<file path="src/rtl/clk_div_ctrl.sv">
// Programmable 50%-duty clock divider with glitch-free ratio changes and clean start/stop.
// Ratio updates are deferred to the falling boundary of the divided clock.
module clk_div_ctrl #(
  parameter int CNT_W       = 8,
  parameter int DEFAULT_DIV = 5
) (
  input  logic             i_clk,
  input  logic             i_rst,
  input  logic             i_en,
  input  logic             i_div_req_valid,
  input  logic [CNT_W-1:0] i_div_req_data,
  output logic             o_div_req_ready,
  output logic             o_div_err,
  output logic             o_clk_out,
  output logic             o_tick,
  output logic             o_busy,
  output logic [CNT_W-1:0] o_cur_div
);

  typedef enum logic [1:0] {
    IDLE = 2'd0,
    RUN  = 2'd1,
    STOP = 2'd2
  } state_t;

  state_t           r_state;
  logic [CNT_W-1:0] r_cnt;
  logic             r_clk_out;
  logic             r_tick;
  logic             r_div_err;
  logic             r_ready;
  logic             r_busy;
  logic [CNT_W-1:0] r_cur_div;
  logic [CNT_W-1:0] r_pend;
  logic             r_pend_valid;

  state_t           w_state_nxt;
  logic [CNT_W-1:0] w_cnt_nxt;
  logic             w_clk_nxt;
  logic             w_tick_nxt;
  logic             w_err_nxt;
  logic             w_ready_nxt;
  logic [CNT_W-1:0] w_cur_nxt;
  logic [CNT_W-1:0] w_pend_nxt;
  logic             w_pend_valid_nxt;
  logic             w_accept;
  logic             w_legal;
  logic             w_wrap;

  assign w_accept = i_div_req_valid && r_ready;
  assign w_legal  = w_accept && (i_div_req_data != '0);
  assign w_wrap   = (r_cnt == (r_cur_div - CNT_W'(1)));

  always_ff @(posedge i_clk) begin
    if (i_rst) begin
      r_state      <= IDLE;
      r_cnt        <= '0;
      r_clk_out    <= 1'b0;
      r_tick       <= 1'b0;
      r_div_err    <= 1'b0;
      r_ready      <= 1'b1;
      r_busy       <= 1'b0;
      r_cur_div    <= CNT_W'(DEFAULT_DIV);
      r_pend       <= '0;
      r_pend_valid <= 1'b0;
    end else begin
      r_state      <= w_state_nxt;
      r_cnt        <= w_cnt_nxt;
      r_clk_out    <= w_clk_nxt;
      r_tick       <= w_tick_nxt;
      r_div_err    <= w_err_nxt;
      r_ready      <= w_ready_nxt;
      r_busy       <= (w_state_nxt != IDLE);
      r_cur_div    <= w_cur_nxt;
      r_pend       <= w_pend_nxt;
      r_pend_valid <= w_pend_valid_nxt;
    end
  end

  always_comb begin
    w_state_nxt      = r_state;
    w_cnt_nxt        = r_cnt;
    w_clk_nxt        = r_clk_out;
    w_tick_nxt       = 1'b0;
    w_err_nxt        = w_accept && (i_div_req_data == '0);
    w_ready_nxt      = r_ready;
    w_cur_nxt        = r_cur_div;
    w_pend_nxt       = r_pend;
    w_pend_valid_nxt = r_pend_valid;

    case (r_state)
      IDLE: begin
        w_cnt_nxt = '0;
        w_clk_nxt = 1'b0;
        if (w_legal) w_cur_nxt = i_div_req_data;
        if (i_en) w_state_nxt = RUN;
      end
      RUN, STOP: begin
        // Leaving for IDLE while low, or on the falling toggle: a request
        // accepted this cycle takes effect together with the IDLE entry.
        if (!i_en && (!r_clk_out || w_wrap)) begin
          w_state_nxt      = IDLE;
          w_cnt_nxt        = '0;
          w_clk_nxt        = 1'b0;
          w_ready_nxt      = 1'b1;
          w_pend_valid_nxt = 1'b0;
          if (w_legal) w_cur_nxt = i_div_req_data;
          else if (r_pend_valid) w_cur_nxt = r_pend;
        end else begin
          w_state_nxt = i_en ? RUN : STOP;
          w_cnt_nxt   = w_wrap ? '0 : r_cnt + CNT_W'(1);
          if (w_wrap) begin
            w_clk_nxt  = ~r_clk_out;
            w_tick_nxt = ~r_clk_out;
            if (r_clk_out && r_pend_valid) begin
              w_cur_nxt        = r_pend;
              w_pend_valid_nxt = 1'b0;
              w_ready_nxt      = 1'b1;
            end
          end
          if (w_legal) begin
            w_pend_nxt       = i_div_req_data;
            w_pend_valid_nxt = 1'b1;
            w_ready_nxt      = 1'b0;
          end
        end
      end
      default: begin
        w_state_nxt = IDLE;
        w_cnt_nxt   = '0;
        w_clk_nxt   = 1'b0;
      end
    endcase
  end

  assign o_div_req_ready = r_ready;
  assign o_div_err       = r_div_err;
  assign o_clk_out       = r_clk_out;
  assign o_tick          = r_tick;
  assign o_busy          = r_busy;
  assign o_cur_div       = r_cur_div;

endmodule

</file>
<file path="config.mk">
export PLATFORM = sky130hd
export DESIGN_NAME = clk_div_ctrl
export DESIGN_NICKNAME = d
export VERILOG_FILES = /design/src/rtl/clk_div_ctrl.sv
export SDC_FILE = /design/constraint.sdc
export NUM_CORES = 1
export LEC_CHECK = 0
export ABC_CLOCK_PERIOD_IN_PS = 6900
export CAP_MARGIN = 20
export CELL_PAD_IN_SITES_DETAIL_PLACEMENT = 1
export CELL_PAD_IN_SITES_GLOBAL_PLACEMENT = 2
export CORE_UTILIZATION = 35
export DETAILED_ROUTE_END_ITERATION = 12
export MAX_ROUTING_LAYER = met4
export PLACE_DENSITY_LB_ADDON = 0.2
export SLEW_MARGIN = 20
export SYNTH_ARGS = -nofsm -noshare
export SYNTH_HDL_FRONTEND = slang
export SYNTH_SLANG_ARGS = --single-unit
</file>
<file path="constraint.sdc">
create_clock -name i_clk -period 6.9 [get_ports i_clk]
set_input_delay 1.38 -clock i_clk [delete_from_list [all_inputs] [get_ports i_clk]]
set_output_delay 1.38 -clock i_clk [all_outputs]
set_load 0.05 [all_outputs]
</file>
### Word level (Yosys, flattened, before mapping)

Cells that the tools add are included.

* equal/unequal tests: 7
* magnitude comparators: 0
* bitwise logic cells: 4
* muxes and demuxes: 19
* add/subtract/negate cells: 2
* multipliers: 0
* reduce and logical (&&, ||, !) cells: 22
* shift operators: 0
* divide/modulo/power cells: 0

Operators with widths (number)
* $mux W8: 6
* $pmux W8 S2: 1
* $add A8 B1 Y8 const B: 1
* $eq A8 B8 Y1: 1
* $logic_not A8 Y1: 1
* $mux W1: 8
* $reduce_bool A8 Y1: 1
* $reduce_or A4 Y1: 2
* $sub A8 B1 Y8 const B: 1
* $mux W2: 3
* $ne A3 B3 Y1 const B: 2
* $reduce_and A3 Y1: 2
* $reduce_bool A3 Y1: 2
* $logic_and A1 B1 Y1: 5
* $reduce_and A5 Y1: 1
* $ne A4 B4 Y1 const B: 1
* $not A1 Y1: 4
* $pmux W2 S2: 1
* $reduce_bool A2 Y1: 2
* $reduce_or A3 Y1: 1
* $eq A2 B1 Y1 const B: 1
* $eq A2 B2 Y1 const B: 1
* $logic_not A1 Y1: 2
* $logic_not A2 Y1: 1
* other kinds (3): 3

* ROM bits: 0
* output and inout bits: 13
* memories kept: 0
* bits of input ports: 12
* bits in writable memories: 0
* bits in latches: 0
* bits in registers: 32

### Depth between registers and ports, before layout

* depth in word-level cells: 7
* gate-level depth with buffers: 10
* gate-level depth less buffers: 9

### Least setup slack after synthesis

Ideal clock, no wire load.

* kind: in2reg
* start point: in i_div_req_data[0]
* end point: reg r_cur_div[4] (netlist: o_cur_div[4])
* required time: 6775 ps
* cell stages on the path: 9
* slack: 3952 ps
* buffers on the path: 2
* arrival time: 2822 ps
* cells stage by stage: nor4_1 > a21bo_2 > clkbuf_1 > nand2_1 > o2111ai_1 > a31oi_2 > buf_2 > o21ai_0 > a31oi_1

* cells in the longest elaborated chain, start to end: 5

RTL lines
* start, declared: line 11 `input logic [CNT_W-1:0] i_div_req_data,`
* $reduce_bool A8 Y1 (*): line 51 `assign w_legal = w_accept && (i_div_req_data != '0);`
* $logic_and A1 B1 Y1 (*): line 51
* $mux W8: line 107 `if (w_legal) w_cur_nxt = i_div_req_data;`
* $mux W8: line 101 `if (!i_en && (!r_clk_out || w_wrap)) begin`
* $pmux W8 S2: line 91 `case (r_state)`
* end signal, assigned: line 63 `r_cur_div <= CNT_W'(DEFAULT_DIV);`
* end signal, assigned: line 74 `r_cur_div <= w_cur_nxt;`
* end, declared: line 33 `logic [CNT_W-1:0] r_cur_div;`

Every way passes the cells marked *; elsewhere a longest branch is shown, timed or not.
A chain may end at the register's enable or synchronous reset.

### Worst setup path in the final report

* start point: in i_en
* end point: reg r_cur_div[4] (netlist: o_cur_div[4])

* cells in the longest elaborated chain, start to end: 4

RTL lines
* start, declared: line 9 `input logic i_en,`
* $logic_not A1 Y1 (*): line 101
* $logic_and A1 B1 Y1 (*): line 101
* $ne A4 B4 Y1 (no source line), or another cell as far along
* $reduce_and A5 Y1 (no source line) / $pmux W8 S2 (equally long branches)

Marked as above.

==> metrics.yaml <==
place.gp.congestion: 0.7666
die-height_um: 73.05
drive_gt1_frac: 0.1067
netlist_instances: 202
required_ps: 7100
critPathArrivalTime_ps: 3620
start_util: 0.3692
regToRegEndpoint: "o_cur_div[4]"
p_leak_nw: 0.7798
drt-initial-drc-count: 52
grt_pass1_wl_mm: 7.831
min_path_cells: 2
dp_hpwl_mm: 3.399
ctsHoldBuffers: 0
drv_slew: 0
fmax_ghz: 0.2928
cts-root-buf: "clkbuf_8"
post_cts_resized: 0
cp_max_fo: 15
tightest_slew_ps: 789.5
grt.overflow.total: 0
first_pass_iters: 4
yosys_warnings: 0
layout_common_cells: "dfxtp_1, clkdlybuf4s50_1, nor2_1"
drc: 0
r2r_start: "o_cur_div[0]"
numPortBuffers: 24
core_area_mm2: 0.004786
fin_setup_tns_ps: 0
dp_slack_ps: 3187
period_share: 0.4949
rsz0062_at_grt: "no"
via_per_inst: 5.185
cts.sinks: 32
max-cap-violations: 0
synth_seq_cells: 32
diodes: 0
dieArea_mm2: 0.005336
setup_violations: 0
grt_max_degree: 28
synth_cell_type_count: 48
ant_nets: 0
clk_path_buf_depth: 2
reg2reg_depth: 9
endpoint_kind: "register"
routedWlPerCell_um: 15.29
totalWireLength_mm: 4.464
status: "complete, no violations"
worstHoldPathType: "register to register"
cts_setup_buffers: 0
clock_skew_ps: 5.212
rows: 25
io_pins: 25
syn-cell-area_mm2: 0.001767
whs_endpoint: "r_pend[7]"
antenna_found_initial: 0
syn_nets: 218
clkLatencyLatePin_ps: 290
ys_seq_area_frac: 0.3626
path_clk_slew_ps: 70
hold_path.startpoint: "r_pend[7]"
fin_crit_ps: 3415
nNetsFinal: 240
grt_pass1_vias: 1571
h-tree-depth: 2
rrSetupSlack_ps: 3930
crit_type: "input port to register"
fin_ws_ps: 3485
vias: 1514
whs_ps: 519.0
startpoint_type: "input port"
cts_inserted_buffers: 5
finalHoldViolations: 0
cts_tree: "yes"
area_delta_synth_final_pct: 21.53
vdd_drop_max_mv: 0.1115
final_common_cell: "dfxtp_1"
relSlewSlack: 0.4737
p_per_area_mw_per_mm2: 231.9
grt_usage: 0.1996
die_x_um: 73.05
syn_area_per_cell_um2: 8.746
==> cell usage after synthesis (all sizes together) <==
master	number	area, um^2
inv	8	30.03
a211oi	1	7.510
a21oi	4	20.02
dfxtp	32	640.6
nand4	1	6.260
a32oi	1	8.760
o221a	2	22.52
or2	1	6.260
or2b	1	7.510
and4bb	1	12.51
a21bo	1	10.01
xnor2	8	70.07
nand2	15	56.30
a22oi	1	7.510
clkbuf	4	15.01
nor2	20	75.07
a31oi	15	100.1
and3	3	20.02
xor2	9	78.83
o21ai	11	58.81
and2	5	33.78
nor2b	6	37.54
mux2i	10	100.1
o211ai	1	12.51
o31a	1	10.01
nand2b	2	12.51
or3b	1	8.760
buf	5	40.04
nand3	9	45.04
nor3b	2	15.01
o2111ai	2	17.52
or4	1	11.26
ha	4	50.05
o211a	1	10.01
nor4	4	37.53
nor3	5	25.02
a311o	1	20.02
and3b	2	18.77
and2b	1	7.510
==> per-layer routing <==
layer	up-vias	GRT usage	share of wire
met5	-	-	0
met4	0	0.05229	0.012
met3	4	0.05387	0.027
met2	22	0.3179	0.49
met1	727	0.2491	0.48
li1	761	-	-
==> worst max path at each step <==
stage                   end  slack, ps               from  cells after the start
2_1_floorplan  o_cur_div[4]       3950  i_div_req_data[0]                      9
6_report       o_cur_div[4]       3490               i_en                      8
3_5_place_dp   o_cur_div[0]       3190               i_en                      8
4_1_cts        o_cur_div[4]       3500               i_en                      8
5_1_grt        o_cur_div[4]       3270               i_en                      8
3_3_place_gp   o_cur_div[2]       3270               i_en                      8
==> cell families (layout without fill, tap and decap cells) <==
group / after synthesis / count (layout) / synth area share
AO/OA/AOI/OAI: 42 / 42 / 0.1728
XOR/XNOR: 17 / 17 / 0.08428
adder cells (fa/ha/maj): 4 / 4 / 0.02833
buffers and inverters: 17 / 40 / 0.04816
flip-flops: 32 / 32 / 0.3626
multiplexers: 10 / 10 / 0.05666
AND/OR/NAND/NOR: 80 / 80 / 0.2472
==> per-stage QoR <==
stage                     std cells  power (W)  area (um^2)  utilization
after global routing            292  0.0005229         2147       0.4486
after CTS                       292  0.0005033         2147       0.4486
after detailed placement        284  0.0003203         2036       0.4254
final                           292  0.0004979         2147       0.4486
after floorplan                 202  0.0002857         1767            -
after global placement          284  0.0003176         2036       0.4254
==> sequential cells by signal (all words and copies together), names as in the netlist <==
name             count
r_cnt                8
r_pend               8
r_pend_valid         1
o_cur_div            8
o_clk_out            1
r_state              2
o_div_req_ready      1
o_tick               1
o_div_err            1
o_busy               1
==> critical path: stages <==
cell,delay (ps)
clkdlybuf4s50_1,530
and3b_1,290
a21bo_2,310
nand2_1,100
o2111ai_1,120
a31oi_2,540
o21ai_0,150
a31oi_1,200
==> cell type report <==
class / instances / area [um^2]
fill: 567 / 2639
multi-input combinational: 153 / 1041
sequential: 32 / 640.6
timing repair buffer: 24 / 240.2
tap: 67 / 83.83
clock buffer: 5 / 68.82
clock inverter: 3 / 42.54
inverter: 8 / 30.03
==> power breakdown <==
group          total (W)  switching (W)  internal, W
logic           0.000111      0.0000673    0.0000432
clock network   0.000182      0.0000750     0.000107
registers       0.000206      0.0000118     0.000194
(Power assumes the default switching activity.)
